--- config.mk ---
export PLATFORM = sky130hd
export DESIGN_NAME = fbwriter_mc_flat
export DESIGN_NICKNAME = d
export VERILOG_FILES = /design/src/rtl/fbwriter_mc_if.sv /design/src/rtl/fbwriter_mc.sv /design/src/flat_wrapper.sv
export SDC_FILE = /design/constraint.sdc
export NUM_CORES = 1
export LEC_CHECK = 0
export CAP_MARGIN = 20
export CORE_AREA = 2 2 207 209
export CTS_BUF_LIST = sky130_fd_sc_hd__clkbuf_2 sky130_fd_sc_hd__clkbuf_4 sky130_fd_sc_hd__clkbuf_8
export CTS_CLUSTER_SIZE = 20
export DETAILED_ROUTE_END_ITERATION = 16
export DIE_AREA = 0 0 209 211
export PLACE_DENSITY_LB_ADDON = 0.05
export SETUP_SLACK_MARGIN = 0.2
export SYNTH_ARGS = -nofsm -noshare
export SYNTH_HDL_FRONTEND = slang
export SYNTH_SLANG_ARGS = --single-unit
export TNS_END_PERCENT = 5
--- constraint.sdc ---
create_clock -name PLB_clk -period 3 [get_ports PLB_clk]
set_input_delay 0.45 -clock PLB_clk [delete_from_list [all_inputs] [get_ports PLB_clk]]
set_output_delay 0.45 -clock PLB_clk [all_outputs]
set_load 0.01 [all_outputs]
--- src/rtl/fbwriter_mc_if.sv ---
// PLB master-side bus signals between the frame-buffer writer and the bus.
interface fbwriter_mc_if #(
  parameter int C_MST_AWIDTH = 32,
  parameter int C_MST_DWIDTH = 32
);
  logic                      IP2Bus_MstWr_Req;
  logic                      IP2Bus_MstRd_Req;
  logic                      IP2Bus_Mst_Lock;
  logic                      IP2Bus_Mst_Reset;
  logic [C_MST_AWIDTH-1:0]   IP2Bus_Mst_Addr;
  logic [C_MST_DWIDTH/8-1:0] IP2Bus_Mst_BE;
  logic [C_MST_DWIDTH-1:0]   IP2Bus_MstWr_d;
  logic                      Bus2IP_Mst_CmdAck;
  logic                      Bus2IP_Mst_Cmplt;
  logic                      Bus2IP_Mst_Error;
  logic                      Bus2IP_Mst_Rearbitrate;
  logic                      Bus2IP_Mst_Cmd_Timeout;
  logic                      Bus2IP_MstWr_dst_rdy_n;

  modport master (
    output IP2Bus_MstWr_Req, IP2Bus_MstRd_Req, IP2Bus_Mst_Lock, IP2Bus_Mst_Reset,
           IP2Bus_Mst_Addr, IP2Bus_Mst_BE, IP2Bus_MstWr_d,
    input  Bus2IP_Mst_CmdAck, Bus2IP_Mst_Cmplt, Bus2IP_Mst_Error,
           Bus2IP_Mst_Rearbitrate, Bus2IP_Mst_Cmd_Timeout, Bus2IP_MstWr_dst_rdy_n
  );

  modport slave (
    input  IP2Bus_MstWr_Req, IP2Bus_MstRd_Req, IP2Bus_Mst_Lock, IP2Bus_Mst_Reset,
           IP2Bus_Mst_Addr, IP2Bus_Mst_BE, IP2Bus_MstWr_d,
    output Bus2IP_Mst_CmdAck, Bus2IP_Mst_Cmplt, Bus2IP_Mst_Error,
           Bus2IP_Mst_Rearbitrate, Bus2IP_Mst_Cmd_Timeout, Bus2IP_MstWr_dst_rdy_n
  );
endinterface

--- src/rtl/fbwriter_mc.sv ---
// Frame-buffer writer: round-robin drains rasterizer FIFOs and issues one
// single-beat PLB write per pixel, with bounded retry on error/timeout.
// Bit labels on the FIFO word and the bus address are big-endian (bit 0 = MSB);
// vectors are declared descending, so label i of a W-bit field sits at [W-1-i].
module fbwriter_mc #(
  parameter logic [10:0] FB_BASE_ADDR      = 11'b1001_0000_000,
  parameter int          NUM_CH            = 4,
  parameter int          LINE_LEN          = 9,
  parameter int          COL_LEN           = 10,
  parameter int          RAST_FBW_FIFO_LEN = 96,
  parameter int          MAX_RETRY         = 3,
  parameter int          C_MST_AWIDTH      = 32,
  parameter int          C_MST_DWIDTH      = 32
)(
  input  logic                                PLB_clk,
  input  logic                                reset_n,
  input  logic                                enable,
  input  logic [NUM_CH*RAST_FBW_FIFO_LEN-1:0] fifo_data,
  input  logic [NUM_CH-1:0]                   fifo_empty,
  output logic [NUM_CH-1:0]                   fifo_rd_en,
  fbwriter_mc_if.master                       bus,
  output logic [2:0]                          state,
  output logic                                busy,
  output logic [31:0]                         pix_count,
  output logic [15:0]                         err_count
);
  localparam int W  = RAST_FBW_FIFO_LEN;
  localparam int CW = (NUM_CH > 1) ? $clog2(NUM_CH) : 1;
  localparam int IW = $clog2(NUM_CH * W);
  localparam int RW = $clog2(MAX_RETRY + 2);

  typedef enum logic [2:0] {
    IDLE = 3'd0, FIFO_READ = 3'd1, LATCH = 3'd2, REQ = 3'd3, WAIT_CMPLT = 3'd4, RETRY = 3'd5
  } st_t;

  st_t               st, st_d;
  logic [CW-1:0]     grant, last_grant, pick, cand;
  logic              any_req, req_q, req_d, fail, pix_inc;
  logic [NUM_CH-1:0] rd_d;
  logic [LINE_LEN-1:0] line_q;
  logic [COL_LEN-1:0]  col_q;
  logic [31:0]       colour_q;
  logic [RW-1:0]     retries;
  logic [IW-1:0]     base;
  logic              unused_dst_rdy;

  // Data ready does not steer the single-beat write.
  assign unused_dst_rdy = bus.Bus2IP_MstWr_dst_rdy_n;

  // Channel 0 occupies the most significant word of fifo_data.
  assign base = IW'((NUM_CH - 1 - int'(grant)) * W);

  // Round-robin pick: first non-empty channel after last_grant (smallest k wins).
  always_comb begin
    any_req = 1'b0;
    pick    = last_grant;
    cand    = '0;
    for (int k = NUM_CH; k >= 1; k--) begin
      cand = CW'((int'(last_grant) + k) % NUM_CH);
      if (!fifo_empty[cand]) begin
        any_req = 1'b1;
        pick    = cand;
      end
    end
  end

  // Next state, FIFO read strobe and bus request.
  always_comb begin
    st_d    = st;
    req_d   = 1'b0;
    rd_d    = '0;
    fail    = 1'b0;
    pix_inc = 1'b0;
    case (st)
      IDLE: if (enable && any_req) begin
        st_d       = FIFO_READ;
        rd_d[pick] = 1'b1;
      end
      FIFO_READ: st_d = LATCH;
      LATCH: begin
        st_d  = REQ;
        req_d = 1'b1;
      end
      REQ: begin
        if (req_q && bus.Bus2IP_Mst_CmdAck) st_d = WAIT_CMPLT;
        else if (bus.Bus2IP_Mst_Cmd_Timeout) fail = 1'b1;
        // A rearbitrate drops Req for one cycle; the low cycle then reasserts.
        else req_d = !(req_q && bus.Bus2IP_Mst_Rearbitrate);
      end
      WAIT_CMPLT: begin
        if ((bus.Bus2IP_Mst_Cmplt && bus.Bus2IP_Mst_Error) || bus.Bus2IP_Mst_Cmd_Timeout)
          fail = 1'b1;
        else if (bus.Bus2IP_Mst_Cmplt) begin
          st_d    = IDLE;
          pix_inc = 1'b1;
        end
      end
      RETRY: begin
        st_d  = REQ;
        req_d = 1'b1;
      end
      default: st_d = IDLE;
    endcase
    if (fail) st_d = (int'(retries) < MAX_RETRY) ? RETRY : IDLE;
  end

  // State, pixel registers and counters.
  always_ff @(posedge PLB_clk or negedge reset_n) begin
    if (!reset_n) begin
      st         <= IDLE;
      req_q      <= 1'b0;
      fifo_rd_en <= '0;
      grant      <= '0;
      last_grant <= CW'(NUM_CH - 1);
      line_q     <= '0;
      col_q      <= '0;
      colour_q   <= '0;
      retries    <= '0;
      pix_count  <= '0;
      err_count  <= '0;
    end else begin
      st         <= st_d;
      req_q      <= req_d;
      fifo_rd_en <= rd_d;
      if (st == IDLE && st_d == FIFO_READ) grant <= pick;
      if (st == LATCH) begin
        line_q     <= fifo_data[base + IW'(W - 16) +: LINE_LEN];
        col_q      <= fifo_data[base + IW'(W - 32) +: COL_LEN];
        colour_q   <= fifo_data[base + IW'(W - 64) +: 32];
        last_grant <= grant;
        retries    <= '0;
      end
      if (fail) begin
        if (int'(retries) < MAX_RETRY) retries <= retries + RW'(1);
        else if (err_count != 16'hFFFF) err_count <= err_count + 16'd1;
      end
      if (pix_inc) pix_count <= pix_count + 32'd1;
    end
  end

  assign bus.IP2Bus_MstWr_Req = req_q;
  assign bus.IP2Bus_MstRd_Req = 1'b0;
  assign bus.IP2Bus_Mst_Lock  = 1'b0;
  assign bus.IP2Bus_Mst_Reset = 1'b0;
  assign bus.IP2Bus_Mst_BE    = '1;
  assign bus.IP2Bus_Mst_Addr  = C_MST_AWIDTH'({FB_BASE_ADDR, line_q, col_q, 2'b00});
  assign bus.IP2Bus_MstWr_d   = C_MST_DWIDTH'(colour_q);
  assign state                = st;
  assign busy                 = (st != IDLE);
endmodule

--- src/flat_wrapper.sv ---
// flat-port wrapper written by rule: the top's interface ports become plain ports
module fbwriter_mc_flat 
#(
  parameter logic [10:0] FB_BASE_ADDR      = 11'b1001_0000_000,
  parameter int          NUM_CH            = 4,
  parameter int          LINE_LEN          = 9,
  parameter int          COL_LEN           = 10,
  parameter int          RAST_FBW_FIFO_LEN = 96,
  parameter int          MAX_RETRY         = 3,
  parameter int          C_MST_AWIDTH      = 32,
  parameter int          C_MST_DWIDTH      = 32
)
  (PLB_clk, reset_n, enable, fifo_data, fifo_empty, fifo_rd_en, state, busy, pix_count, err_count, bus_IP2Bus_MstWr_Req, bus_IP2Bus_MstRd_Req, bus_IP2Bus_Mst_Lock, bus_IP2Bus_Mst_Reset, bus_IP2Bus_Mst_Addr, bus_IP2Bus_Mst_BE, bus_IP2Bus_MstWr_d, bus_Bus2IP_Mst_CmdAck, bus_Bus2IP_Mst_Cmplt, bus_Bus2IP_Mst_Error, bus_Bus2IP_Mst_Rearbitrate, bus_Bus2IP_Mst_Cmd_Timeout, bus_Bus2IP_MstWr_dst_rdy_n);
  fbwriter_mc_if #(.C_MST_AWIDTH(C_MST_AWIDTH), .C_MST_DWIDTH(C_MST_DWIDTH)) bus_i ();
  input  logic PLB_clk;
  input  logic reset_n;
  input  logic enable;
  input  logic [NUM_CH*RAST_FBW_FIFO_LEN-1:0] fifo_data;
  input  logic [NUM_CH-1:0] fifo_empty;
  output logic [NUM_CH-1:0] fifo_rd_en;
  output logic [2:0] state;
  output logic busy;
  output logic [31:0] pix_count;
  output logic [15:0] err_count;
  output wire logic [$bits(bus_i.IP2Bus_MstWr_Req)-1:0] bus_IP2Bus_MstWr_Req;
  output wire logic [$bits(bus_i.IP2Bus_MstRd_Req)-1:0] bus_IP2Bus_MstRd_Req;
  output wire logic [$bits(bus_i.IP2Bus_Mst_Lock)-1:0] bus_IP2Bus_Mst_Lock;
  output wire logic [$bits(bus_i.IP2Bus_Mst_Reset)-1:0] bus_IP2Bus_Mst_Reset;
  output wire logic [$bits(bus_i.IP2Bus_Mst_Addr)-1:0] bus_IP2Bus_Mst_Addr;
  output wire logic [$bits(bus_i.IP2Bus_Mst_BE)-1:0] bus_IP2Bus_Mst_BE;
  output wire logic [$bits(bus_i.IP2Bus_MstWr_d)-1:0] bus_IP2Bus_MstWr_d;
  input wire logic [$bits(bus_i.Bus2IP_Mst_CmdAck)-1:0] bus_Bus2IP_Mst_CmdAck;
  input wire logic [$bits(bus_i.Bus2IP_Mst_Cmplt)-1:0] bus_Bus2IP_Mst_Cmplt;
  input wire logic [$bits(bus_i.Bus2IP_Mst_Error)-1:0] bus_Bus2IP_Mst_Error;
  input wire logic [$bits(bus_i.Bus2IP_Mst_Rearbitrate)-1:0] bus_Bus2IP_Mst_Rearbitrate;
  input wire logic [$bits(bus_i.Bus2IP_Mst_Cmd_Timeout)-1:0] bus_Bus2IP_Mst_Cmd_Timeout;
  input wire logic [$bits(bus_i.Bus2IP_MstWr_dst_rdy_n)-1:0] bus_Bus2IP_MstWr_dst_rdy_n;
  assign bus_IP2Bus_MstWr_Req = bus_i.IP2Bus_MstWr_Req;
  assign bus_IP2Bus_MstRd_Req = bus_i.IP2Bus_MstRd_Req;
  assign bus_IP2Bus_Mst_Lock = bus_i.IP2Bus_Mst_Lock;
  assign bus_IP2Bus_Mst_Reset = bus_i.IP2Bus_Mst_Reset;
  assign bus_IP2Bus_Mst_Addr = bus_i.IP2Bus_Mst_Addr;
  assign bus_IP2Bus_Mst_BE = bus_i.IP2Bus_Mst_BE;
  assign bus_IP2Bus_MstWr_d = bus_i.IP2Bus_MstWr_d;
  assign bus_i.Bus2IP_Mst_CmdAck = bus_Bus2IP_Mst_CmdAck;
  assign bus_i.Bus2IP_Mst_Cmplt = bus_Bus2IP_Mst_Cmplt;
  assign bus_i.Bus2IP_Mst_Error = bus_Bus2IP_Mst_Error;
  assign bus_i.Bus2IP_Mst_Rearbitrate = bus_Bus2IP_Mst_Rearbitrate;
  assign bus_i.Bus2IP_Mst_Cmd_Timeout = bus_Bus2IP_Mst_Cmd_Timeout;
  assign bus_i.Bus2IP_MstWr_dst_rdy_n = bus_Bus2IP_MstWr_dst_rdy_n;
  fbwriter_mc #(.FB_BASE_ADDR(FB_BASE_ADDR), .NUM_CH(NUM_CH), .LINE_LEN(LINE_LEN), .COL_LEN(COL_LEN), .RAST_FBW_FIFO_LEN(RAST_FBW_FIFO_LEN), .MAX_RETRY(MAX_RETRY), .C_MST_AWIDTH(C_MST_AWIDTH), .C_MST_DWIDTH(C_MST_DWIDTH)) u_core (.PLB_clk(PLB_clk), .reset_n(reset_n), .enable(enable), .fifo_data(fifo_data), .fifo_empty(fifo_empty), .fifo_rd_en(fifo_rd_en), .bus(bus_i), .state(state), .busy(busy), .pix_count(pix_count), .err_count(err_count));
endmodule
# Word-level counts from Yosys, hierarchy flattened
# Index checks and enable logic that the tools add are counted.
# Widths: inputs -> output; s select.
[totals]
in_bits = 397
ff_bits = 114
output_inout_bits = 128
[op_classes]
shifts = 3
reduce_logical = 12
n_mul = 1
order_cmp = 7
bitwise = 1
add_sub_neg = 11
n_eq_ne = 7
mux = 40
[op_table]
columns = ["operator", "count"]
rows = [
  ["$shiftx 384x10->10", 1],
  ["$shiftx 384x10->32", 1],
  ["$shiftx 384x10->9", 1],
  ["$add 32x1->32 const B", 1],
  ["$mul 32x3->4 const B", 1],
  ["$mux 3", 9],
  ["$add 9x7->9 const B", 2],
  ["$mux 1", 17],
  ["$add 16x1->16 const B", 1],
  ["$ne 16x16->1 const B", 1],
  ["$lt 2x3->1 const B", 5],
  ["$pmux 3 s5", 1],
  ["$add 9x6->9 const B", 1],
  ["$bmux 1 s2", 4],
  ["$mux 2", 4],
  ["$mux 4", 2],
  ["$eq 3x1->1 const B", 2],
  ["$eq 3x2->1 const B", 2],
  ["$eq 3x3->1 const B", 2],
  ["$logic_and 1x1->1", 6],
  ["$add 2x1->2 const B", 2],
  ["$add 2x2->2 const B", 2],
  ["$pmux 1 s2", 2],
  ["$add 3x1->3 const B", 1],
  ["11 further kinds", 11],
]

# Logic depth before layout (Yosys ltp)
[depth]
ltp_word = 13
ltp_mapped = 11

# Worst setup path before layout
# OpenSTA, ideal clock, no wires.
[synth_timing]
path_kind = "flip-flop to flip-flop"
from = "register u_core.grant[0]"
to = "register u_core.colour_q[0] (netlist: u_core.bus.IP2Bus_MstWr_d[0])"
path_stages_with_launch = 11
slack_ns = 0.492
n_path_buf = 5
t_arrival_ns = 2.382
cell_sequence = "dfrtp_1 -> clkbuf_1 -> buf_4 -> inv_2 -> ha_1 -> buf_2 -> buf_2 -> clkbuf_1 -> mux4_2 -> a221oi_1 -> nor2_1"
[synth_via]
elab_chain_cells = 4
[synth_rtl]
columns = ["element", "line_no", "source"]
rows = [
  ["from (decl)", "fbwriter_mc.sv:37", "logic [CW-1:0] grant, last_grant, pick, cand;"],
  ["from (signal assigned)", "fbwriter_mc.sv:125", "if (st == IDLE && st_d == FIFO_READ) grant <= pick;"],
  ["$sub 2x2->3", "fbwriter_mc.sv:51", "assign base = IW'((NUM_CH - 1 - int'(grant)) * W);"],
  ["$mul 32x3->4", "fbwriter_mc.sv:51", ""],
  ["$add 9x6->9", "fbwriter_mc.sv:129", "colour_q <= fifo_data[base + IW'(W - 64) +: 32];"],
  ["$shiftx 384x10->32", "fbwriter_mc.sv:129", ""],
  ["to (signal assigned)", "fbwriter_mc.sv:129", ""],
  ["to (decl)", "fbwriter_mc.sv:42", "logic [31:0] colour_q;"],
]
# Every way passes these cells.
# A chain may end at the register's enable or synchronous reset.

# Final worst setup path
# Ends and elaborated chain as after synthesis.

==> impl_metrics.toml <==
[yosys]
synth_top_family_by_area = "multiplexers"
yosys_warnings = 0
ys_ff_latch = 114
synthDistinctLibCells = 50
syn_area_per_cell_um2 = 10.1
synthSimpleGateAreaFrac_pct = 15.5
netlist_area_mm2 = 0.00820
async_reset_ff_share_pct = 100
synth_area_leaders = "dfrtp_1 34%, mux4_2 14%, mux2i_1 7.1%, nor2_1 5.0%, mux2_2 4.5%"
synth_top_area_share_pct = 34.2
synth_fa_ha_area_share_pct = 1.07
synth_ff_type = "dfrtp_1"
synth.mux.area_fraction_pct = 25.8
yosysSeqAreaShare_pct = 34.8
synth_enable_flop_cells = 0
yosysTopAreaCell = "dfrtp_1"
synthXorXnorAreaFrac_pct = 4.81
synth_compound_area_share_pct = 12.7
syn_inst = 812

[worst_setup_path]
crit_family = "buffers and inverters"
required_ns = 3.35
slowest_stage = "a221oi_1"
max_stage_delay_ns = 0.51
crit_buf_inv = 3
crit_path_max_fanout = 13
startpoint_type = "register"
critPathArrivalTime_ns = 2.82
cp_common_cell = "buf_4"
crit_path_end_kind = "register"
path_cells = "inv_2 -> ha_4 -> buf_4 -> mux4_2 -> a221oi_1 -> buf_4 -> nor2_1"
worstSetupPathType = "reg -> reg"

[clock_network]
cts_tree = "built"
clk_pin_slew_worst_paths_ns = 0.09
cts_buffer_depth = 2
cts_buffers = 17
clock_latency_ns = 0.46
numClockSinks = 114
h-tree-depth = 4
post_cts_buffers = 0
post_cts_resize_count = 0
clockRootBuffer = "clkbuf_8"

[global_routing]
grt_pass1_vias = 8678
grt_max_degree = 109
grt_pass1_wl_um = 59700
grt_usage_pct = 18.5
grt_overflow = 0
antenna_found_initial = 7

[placed_design]
globalplace.congestion = 0.792
place_area_mm2 = 0.0131
hpwl_um = 29500
place_ws_ns = 0.411
io_buffers = 425
dp_cells = 1736

[power_and_ir_drop]
ir_drop_v = 0.000860
report.power.total_mw = 11.7
power.density_mw_per_mm2 = 867
cellLeakagePower_nw = 5.27

[timing]
fin_setup_tns_ns = 0
rsz0062_at_grt = "false"
max_slew_margin_pct = 36.1
worstMarginPinSlew_ns = 0.956
finalMaxSlewViolations = 0
period_share_pct = 82.3
fin_ws_ns = 0.532
period_needed_ns = 2.47
finalHoldViolCount = 0
hold_ws_ns = 0.495
finalSetupViolations = 0
fmax_ghz = 0.405
fin_skew_ns = 0.0140

[die]
pin_count = 525
num_rows = 75
core_area_mm2 = 0.0418
dieArea_mm2 = 0.0441
die_width_um = 209
start_util_pct = 19.6
die_y_um = 211

[routing]
drtAntennaViolNets = 0
vias = 8165
drc_errors = 0
firstDrtPassIters = 4
viasPerCell = 4.61
wl_per_cell_um = 22.7
drt_iter0_drc = 411
drt_wl_total_um = 40300

[cells_and_area]
syn_to_final_growth_pct = 65.3
finalNonFillerCells = 1773
drive_above_1_share_pct = 12.9
nFillCells = 4329
final_util_pct = 32.5
final_area_mm2 = 0.0136
nNetsFinal = 1621

[hold_path]
hp-class = "reg -> reg"

[run]
cap_violations = 0

[outcome]
status = "completed"
-- repair_timing --
item / in CTS / in global routing
endpoints found under the setup margin: 0 / 0
hold buffers: 1 / 0
endpoints found under the hold margin: 36 / 0
-- placed cells by master, fill, tap and decap left out, types with 4 or more instances in the layout --
cell type        Yosys  final
nand2_1             26     26
clkdlybuf4s50_1      0    424
clkinvlp_4           0      4
dfrtp_1            112    111
mux4_2              51     51
ha_1                 7      6
nor2_1             109    105
a221oi_1            33     33
buf_12               0      7
nand3_1             37     37
mux2i_1             58     58
xnor2_1             24     24
xor2_1              21     21
nor2b_1             18     16
a22oi_1             19     19
and3_1               6      6
clkbuf_8             0     18
conb_1               2     20
a21oi_1             62     62
o21ai_0             10     10
inv_1               10      9
diode_2              0      5
nor3_1               9      9
nand4_1             17     17
buf_4               21     13
bufinv_16            0      4
nand2b_1             5      4
mux2_2              33     33
a211oi_1            19     19
and2_1              10     10
-- synthesized netlist by cell type, drive strengths merged, types with 6 or more instances --
library cell	number
a211oi	19
a21oi	62
a221oi	33
a22oi	19
and2	10
and3	6
buf	38
clkbuf	40
dfrtp	112
ha	7
inv	12
mux2	34
mux2i	58
mux4	51
nand2	26
nand3	37
nand4	17
nor2	109
nor2b	18
nor3	9
nor4	6
o21ai	10
xnor2	24
xor2	21
-- power by group --
group | switching [mW] | leakage, nW | internal, mW
combinational | 4.22 | 3.66 | 3.53
sequential | 0.320 | 1.41 | 2.01
clock | 0.745 | 0.208 | 0.934
total | 5.28 | 5.27 | 6.47
-- sequential cells by signal (all words and copies together), names as in the netlist --
| register | count |
|---|---|
| u_core.bus.IP2Bus_MstWr_d | 32 |
| u_core.grant | 2 |
| u_core.err_count | 16 |
| u_core.line_q | 9 |
| u_core.state | 3 |
| u_core.fifo_rd_en | 4 |
| u_core.last_grant | 2 |
| u_core.col_q | 10 |
| u_core.retries | 3 |
| u_core.bus.IP2Bus_MstWr_Req | 1 |
| u_core.pix_count | 32 |
-- layer usage --
layer	global-route usage (%)	share of wire [%]	vias up
li1	-	-	3812
met1	23.7	44	4011
met2	30.6	48	313
met3	5.20	6.9	25
met4	4.51	1.3	4
met5	0	0.074	-
-- worst paths after layout --
path                                                  start                                  endpoint  slack [ns]  depth (start not counted)
min in group asynchronous                           reset_n           u_core.pix_count[4]$_DFFE_PN0P_        0.56                          2
max in group asynchronous                           reset_n  u_core.bus.IP2Bus_MstWr_d[3]$_DFFE_PN0P_        1.67                          3
hold / removal             u_core.pix_count[25]$_DFFE_PN0P_          u_core.pix_count[25]$_DFFE_PN0P_        0.50                          1
setup / recovery                u_core.grant[0]$_DFFE_PN0P_  u_core.bus.IP2Bus_MstWr_d[0]$_DFFE_PN0P_        0.53                          7
hold reg to reg            u_core.pix_count[25]$_DFFE_PN0P_          u_core.pix_count[25]$_DFFE_PN0P_        0.50                          1
setup reg to reg                u_core.grant[0]$_DFFE_PN0P_  u_core.bus.IP2Bus_MstWr_d[0]$_DFFE_PN0P_        0.53                          7
-- kinds of logic (layout without fill, tap and decap cells) --
family	Yosys count	in the layout
multiplexers	143	143
XOR/XNOR	45	45
other	2	25
AO/OA/AOI/OAI	153	153
buffers and inverters	91	490
AND/OR/NAND/NOR	257	257
flip-flops	114	114
adder cells (fa/ha/maj)	7	7
-- area by class of cell --
type / instances / area, um2 / area share [%]
repair buffers: 446 / 4500 / 33.2
well taps: 539 / 674 / 4.98
clock inverters: 12 / 181 / 1.34
inverters: 13 / 50.0 / 0.369
flip-flops and latches: 114 / 2860 / 21.1
multi-input cells: 625 / 5020 / 37.0
diodes: 5 / 12.5 / 0.0923
clock buffers: 19 / 255 / 1.88
No activity file was read; power rests on OpenSTA's default activity.
